<file path="src/rtl/diagram_path_driver.sv">
// rtl/diagram_path_driver.sv - serial shortest-path driver for the 5-state diagram FSM
// Optional loopback state comparison: define LOOPBACK_CHECK_EN.
module diagram_path_driver #(
  parameter int HOLD_CYCLES = 1
) (
  input  logic       flux,
  input  logic       reset,
  input  logic       req_valid,
  input  logic [2:0] req_target,
`ifdef LOOPBACK_CHECK_EN
  input  logic [4:0] obs_state,
  output logic       mismatch,
`endif
  output logic       req_ready,
  output logic       drv_in,
  output logic       drv_valid,
  output logic       done,
  output logic       err,
  output logic       busy,
  output logic [2:0] cur_state
);

  localparam logic [2:0] ST_A = 3'd0;
  localparam logic [2:0] ST_B = 3'd1;
  localparam logic [2:0] ST_C = 3'd2;
  localparam logic [2:0] ST_D = 3'd3;
  localparam logic [2:0] ST_E = 3'd4;
  localparam logic [3:0] HOLD_LAST = 4'(HOLD_CYCLES - 1);

  typedef enum logic [1:0] {IDLE, SEND, DONE, ERR} state_t;

  state_t     state, state_nx;
  logic [1:0] path_bits;
  logic [1:0] path_len;
  logic [3:0] hold_cnt;
  logic [1:0] lut_bits;
  logic [1:0] lut_len;
  logic       illegal;
  logic       hold_last;

  function automatic logic [2:0] step(input logic [2:0] s, input logic b);
    case (s)
      ST_A:    step = b ? ST_C : ST_B;
      ST_B:    step = b ? ST_D : ST_B;
      ST_C:    step = b ? ST_C : ST_E;
      ST_D:    step = b ? ST_C : ST_E;
      ST_E:    step = b ? ST_D : ST_B;
      default: step = ST_A;
    endcase
  endfunction

  // Path bits are stored first-bit-in-bit0 so SEND simply shifts right.
  always_comb begin
    lut_bits = 2'b00;
    lut_len  = 2'd0;
    case ({cur_state, req_target})
      {ST_A, ST_B}: begin lut_len = 2'd1; lut_bits = 2'b00; end
      {ST_A, ST_C}: begin lut_len = 2'd1; lut_bits = 2'b01; end
      {ST_A, ST_D}: begin lut_len = 2'd2; lut_bits = 2'b10; end
      {ST_A, ST_E}: begin lut_len = 2'd2; lut_bits = 2'b01; end
      {ST_B, ST_C}: begin lut_len = 2'd2; lut_bits = 2'b11; end
      {ST_B, ST_D}: begin lut_len = 2'd1; lut_bits = 2'b01; end
      {ST_B, ST_E}: begin lut_len = 2'd2; lut_bits = 2'b01; end
      {ST_C, ST_B}: begin lut_len = 2'd2; lut_bits = 2'b00; end
      {ST_C, ST_D}: begin lut_len = 2'd2; lut_bits = 2'b10; end
      {ST_C, ST_E}: begin lut_len = 2'd1; lut_bits = 2'b00; end
      {ST_D, ST_B}: begin lut_len = 2'd2; lut_bits = 2'b00; end
      {ST_D, ST_C}: begin lut_len = 2'd1; lut_bits = 2'b01; end
      {ST_D, ST_E}: begin lut_len = 2'd1; lut_bits = 2'b00; end
      {ST_E, ST_B}: begin lut_len = 2'd1; lut_bits = 2'b00; end
      {ST_E, ST_C}: begin lut_len = 2'd2; lut_bits = 2'b11; end
      {ST_E, ST_D}: begin lut_len = 2'd1; lut_bits = 2'b01; end
      default: ;
    endcase
  end

  // A has no incoming diagram edge, so it can only be requested while already there.
  assign illegal   = (req_target > ST_E) || (req_target == ST_A && cur_state != ST_A);
  assign hold_last = (hold_cnt == HOLD_LAST);

  always_ff @(posedge flux or posedge reset) begin
    if (reset) state <= IDLE;
    else       state <= state_nx;
  end

  always_comb begin
    state_nx = state;
    case (state)
      IDLE: if (req_valid) begin
        if (illegal)             state_nx = ERR;
        else if (lut_len == 2'd0) state_nx = DONE;
        else                      state_nx = SEND;
      end
      SEND: if (hold_last && path_len == 2'd1) state_nx = DONE;
      DONE: state_nx = IDLE;
      ERR:  state_nx = IDLE;
      default: state_nx = IDLE;
    endcase
  end

  always_ff @(posedge flux or posedge reset) begin
    if (reset) begin
      cur_state <= ST_A;
      path_bits <= 2'b00;
      path_len  <= 2'd0;
      hold_cnt  <= 4'd0;
    end else if (state == IDLE) begin
      if (req_valid && !illegal) begin
        path_bits <= lut_bits;
        path_len  <= lut_len;
        hold_cnt  <= 4'd0;
      end
    end else if (state == SEND) begin
      if (hold_last) begin
        cur_state <= step(cur_state, path_bits[0]);
        path_bits <= path_bits >> 1;
        path_len  <= path_len - 2'd1;
        hold_cnt  <= 4'd0;
      end else begin
        hold_cnt  <= hold_cnt + 4'd1;
      end
    end
  end

  assign req_ready = (state == IDLE);
  assign busy      = (state == SEND);
  assign drv_valid = (state == SEND);
  assign drv_in    = (state == SEND) && path_bits[0];
  assign done      = (state == DONE);
  assign err       = (state == ERR);

`ifdef LOOPBACK_CHECK_EN
  always_ff @(posedge flux or posedge reset) begin
    if (reset) mismatch <= 1'b0;
    else if (obs_state != (5'b00001 << cur_state)) mismatch <= 1'b1;
  end
`endif

endmodule

</file>
<file path="config.mk">
export PLATFORM = sky130hd
export DESIGN_NAME = diagram_path_driver
export DESIGN_NICKNAME = d
export VERILOG_FILES = /design/src/rtl/diagram_path_driver.sv
export SDC_FILE = /design/constraint.sdc
export NUM_CORES = 1
export LEC_CHECK = 0
export BUFFER_PORTS_ARGS = -buffer_cell sky130_fd_sc_hd__buf_2
export CAP_MARGIN = 20
export CORE_UTILIZATION = 44
export DETAILED_ROUTE_END_ITERATION = 16
export GPL_TIMING_DRIVEN = 0
export SYNTH_ARGS = -nofsm -noshare
export SYNTH_HDL_FRONTEND = slang
export SYNTH_SLANG_ARGS = --single-unit
</file>
<file path="constraint.sdc">
create_clock -name flux -period 2.6 [get_ports flux]
set_clock_uncertainty 0.15 [all_clocks]
set_input_delay 0.26 -clock flux [delete_from_list [all_inputs] [get_ports flux]]
set_output_delay 0.26 -clock flux [all_outputs]
set_load 0.01 [all_outputs]
</file>
# ---- Word-level counts from Yosys, hierarchy flattened
# Index checks and enable logic that the tools add are counted.
# Widths: inputs -> output; s select.
dict set report classes {
  n_eq_ne 27
  reduce_logical 26
  muxes 23
  n_addsub 2
  bitwise 1
  n_lt_le_gt_ge 1
}
# cell n
set ops {}
lappend ops {{$eq 6x5->1 const B} 6}
lappend ops {{$mux 2} 14}
lappend ops {{$eq 6x4->1 const B} 3}
lappend ops {{$eq 6x6->1 const B} 3}
lappend ops {{$mux 4} 4}
lappend ops {{$reduce_or 8->1} 2}
lappend ops {{$eq 6x2->1 const B} 2}
lappend ops {{$pmux 2 s3} 2}
lappend ops {{$reduce_or 2->1} 5}
lappend ops {{$pmux 3 s3} 1}
lappend ops {{$eq 3x2->1 const B} 2}
lappend ops {{$eq 6x1->1 const B} 1}
lappend ops {{$eq 6x3->1 const B} 1}
lappend ops {{$logic_not 3->1} 2}
lappend ops {{$reduce_and 3->1} 2}
lappend ops {{$reduce_or 6->1} 1}
lappend ops {{$add 4x1->4 const B} 1}
lappend ops {{$eq 2x1->1 const B} 2}
lappend ops {{$eq 2x2->1 const B} 2}
lappend ops {{$logic_and 1x1->1} 4}
lappend ops {{$logic_not 2->1} 2}
lappend ops {{$logic_not 4->1} 1}
lappend ops {{$ne 2x1->1 const B} 2}
lappend ops {{$pmux 2 s2} 1}
lappend ops {{other kinds (12)} 14}
dict set report word_totals {
  register_bits 13
  input_bits 6
  output_inout_bits 9
  wordCells 85
}

# ---- Longest topological paths before layout
dict set report logic_depth {
  depth_word 8
  ltp_mapped 6
}

# ---- Least setup slack after synthesis
# OpenSTA, ideal clock, no wires.
dict set report synth_timing {
  path_type {reg2reg}
  start {register hold_cnt[0]}
  end {register state[0]}
  stages_incl_launch_ff 7
  arrival_ns 1.628
  slack_ns 0.696
  n_path_buf 0
  setup_ns 0.126
  path_cell_list {dfrtp_1 inv_1 ha_1 nor3b_2 a21oi_1 or3b_1 o32a_1}
}
dict set report synth_between {
  elab_chain_len 4
}
# item line
set synth_rtl {}
lappend synth_rtl {{from (decl)} 35} ;# logic [3:0] hold_cnt;
lappend synth_rtl {{from (signal assigned)} 120} ;# hold_cnt <= hold_cnt + 4'd1;
lappend synth_rtl {{$logic_not 4->1} 79} ;# assign hold_last = (hold_cnt == HOLD_LAST);
lappend synth_rtl {{$logic_and 1x1->1} 94} ;# SEND: if (hold_last && path_len == 2'd1) state_nx = DONE;
lappend synth_rtl {{$ne 2x1->1 (no line)} --}
lappend synth_rtl {{$reduce_and 2->1 (no line)} --}
lappend synth_rtl {{to (signal assigned)} 83} ;# else state <= state_nx;
lappend synth_rtl {{to (decl)} 32} ;# state_t state, state_nx;
# No other way between the ends.
# A chain may end at the register's enable or synchronous reset.

# ---- Final worst setup path
# Ends and elaborated chain as after synthesis.

==> results.ini <==
[logic_synthesis]
synth_edf_count=0
synth_top_area_frac=0.309
yosys.area_share.simple=0.324
yosys_warnings=0
syn_area_mm2=0.00105
yosys.area_share.adder=0.0356
yosys.area.top_type=dfrtp_1
syn_inst=118
synth_seq_cells=13
ys_types=50
yosys-top-cells-area=dfrtp_1 (31%), ha_1 (3.6%), nand2_1 (3.2%)
synth_top_flop_cell=dfrtp_1
synth_top_family_by_area=simple AND/OR/NAND/NOR gates
syn-num-nets=127
yosysSeqAreaShare=0.309
syn_area_per_cell_um2=8.93
muxShareOfSynthArea=0.00950
synth_compound_area_frac=0.241
synthXorXnorAreaFrac=0.0166
synthArstFlopShare=1.00

[floorplan]
die-area_mm2=0.00259
num_io_pins=15
core-area_mm2=0.00223
die_h_um=50.9
die_w_um=50.9
start_util=0.472
std_cell_rows=17

[place]
pre_cts_slack_ps=498
place.gp.congestion=0.806
port_buffers=14
placedCellCount=160
dp_hpwl_um=1840

[worst_setup_path]
cp_max_fo=7
path_class=reg -> reg
cp_num_cells=6
slowest_stage=dfrtp_1
start_kind=flip-flop
worstPathCellList=inv_1 > ha_1 > nor3b_2 > a21oi_1 > or3b_1 > o32a_1
worst_path_largest_cell_delay_ps=430
worstPathArrival_ps=2150
cp_top_family=simple AND/OR/NAND/NOR gates
r2r_cells=6
crit_path_end_kind=flip-flop
crit_required_ps=2630
critical_path_buf_inv_count=1

[timing]
maxSlewViolCount=0
finalCritPeriodShare=0.813
max_freq_mhz=473
rsz0062_at_grt=false
hold_viol=0
max_slew_margin=0.624
fin_ws_ps=486
min_period_ps=2110
tightest_slew_ps=564
fin_tns_setup_ps=0
finalSetupViolCount=0

[route]
drt_wl_total_um=2460
drcViolationCount=0
wl_per_cell_um=14.9
vias_per_cell=6.04
vias=996
drtIter0Drc=12
postRouteAntennaNets=0
drt-pass1-iter-count=4

[clock_network]
insertion_delay_ps=290
htree_levels=1
cts_buffer_depth=2
cts.sinks=13
clk_pin_slew_ps=90
cts_root_buffer=clkbuf_4
numCtsBuffers=3
cts_setup_buffers=0
tritoncts=done

[cells_and_area]
drive_gt1_frac=0.241
diodes=0
fill_cells=224
fin_nets=147
area_growth_pct=13.4
fin_cells=165

[power]
p_int_mw=0.631
seqPwrFrac=0.300
p_total_mw=1.16
clockPowerShare=0.118
ir_drop_uv=486
p_comb_frac=0.582
switching_share=0.457
p_leak_nw=0.533
p_per_area_mw_per_mm2=973
p_sw_mw=0.531

[flow_run]
cap_violations=0

[worst_hold_path]
hold_class=in -> reg
min_path_cells=3

[grt]
grt_max_degree=14
grt_use_total=0.212
first_global_vias=855
grt_overflow=0
antenna_found_initial=0
grt_pass1_wl_um=4040

[outcome]
status=finished clean

## final cells by class
type | instances | area (µm²) | area share
Multi-Input combinational cell | 91 | 661 | 0.553
Sequential cell | 13 | 325 | 0.272
Timing Repair Buffer | 15 | 80.1 | 0.0670
Buffer | 6 | 37.5 | 0.0314
Tap cell | 28 | 35.0 | 0.0293
Inverter | 8 | 30.0 | 0.0251
Clock buffer | 4 | 26.3 | 0.0220
## power groups by stage
stage / Sequential (mW) / Clock, mW / Combinational [mW]
6_report: 0.348 / 0.137 / 0.677
5_1_grt: 0.363 / 0.147 / 0.757
4_1_cts: 0.345 / 0.138 / 0.682
3_5_place_dp: 0.349 / 0 / 0.676
3_3_place_gp: 0.345 / 0 / 0.664
2_1_floorplan: 0.338 / 0 / 0.511
## cells in the final DEF, fill, tap and decap left out, drive strengths merged, types with 2 or more instances in the layout
cell     instances
a21oi            5
a22o             2
and2             3
buf             20
clkbuf           4
dfrtp           13
ha               3
inv              8
nand2            9
nand2b           5
nand3            4
nor2             4
nor2b            2
nor3             5
nor3b            2
o2111ai          2
o211a            2
o21ai            7
o31ai            2
o32ai            3
or2              2
or3              3
or3b             4
or4              2
or4b             2
xnor2            2
## path summary, 6_finish.rpt
| check | from | to | slack (ps) |
|---|---|---|---|
| worst min-delay path | req_target[2] | state[1] | 290 |
| worst max register to register | hold_cnt[0] | state[0] | 490 |
| min in group asynchronous | reset | state[1] | 400 |
| max in group asynchronous | reset | path_bits[0] | 1520 |
| worst max-delay path | hold_cnt[0] | state[0] | 490 |
| worst min register to register | path_bits[1] | path_bits[1] | 360 |
## layer usage
| metal | vias to the layer above | GRT usage | routed length, µm |
|---|---|---|---|
| met5 | - | 0 | 0 |
| met4 | 0 | 0.0880 | 41 |
| met3 | 5 | 0.0357 | 106 |
| met2 | 26 | 0.307 | 1100 |
| met1 | 478 | 0.308 | 1220 |
| li1 | 487 | - | - |
## flip-flops by register name, indices dropped and copies added, names as in the netlist
register,count
hold_cnt,4
path_bits,2
path_len,2
state,2
cur_state,3
## cells in the mapped netlist (all sizes together) (3+ instances only)
cell type / number
dfrtp: 13
nand2: 9
inv: 8
o21ai: 7
buf: 6
a21oi: 5
nand2b: 5
nor3: 5
nand3: 4
nor2: 4
or3b: 4
and2: 3
ha: 3
o32ai: 3
or3: 3
## cell families after synthesis
family / count (synthesis)
compound gates: 34
simple gates: 51
mux: 1
fa+ha+maj: 3
flops: 13
buf+inv: 14
xor+xnor: 2
## timing repair
action / 4_1_cts / 5_1_grt
resized for setup: 0 / 0
hold buffers: 1 / 0
hold endpoints to repair: 13 / 0
## metrics by stage
step            util  hold WS (ps)  instance area [µm²]
2_1_floorplan      -         -13.0                 1050
3_3_place_gp   0.519           167                 1160
3_5_place_dp   0.519           178                 1160
4_1_cts        0.535           291                 1190
5_1_grt        0.535           308                 1190
6_report       0.535           292                 1190
## tightest hold or removal path, stage by stage
cell and delay, ps:
buf_2 170, nor3_2 70, o31ai_1 200
Note: power is estimated with default switching activity, not from simulation.
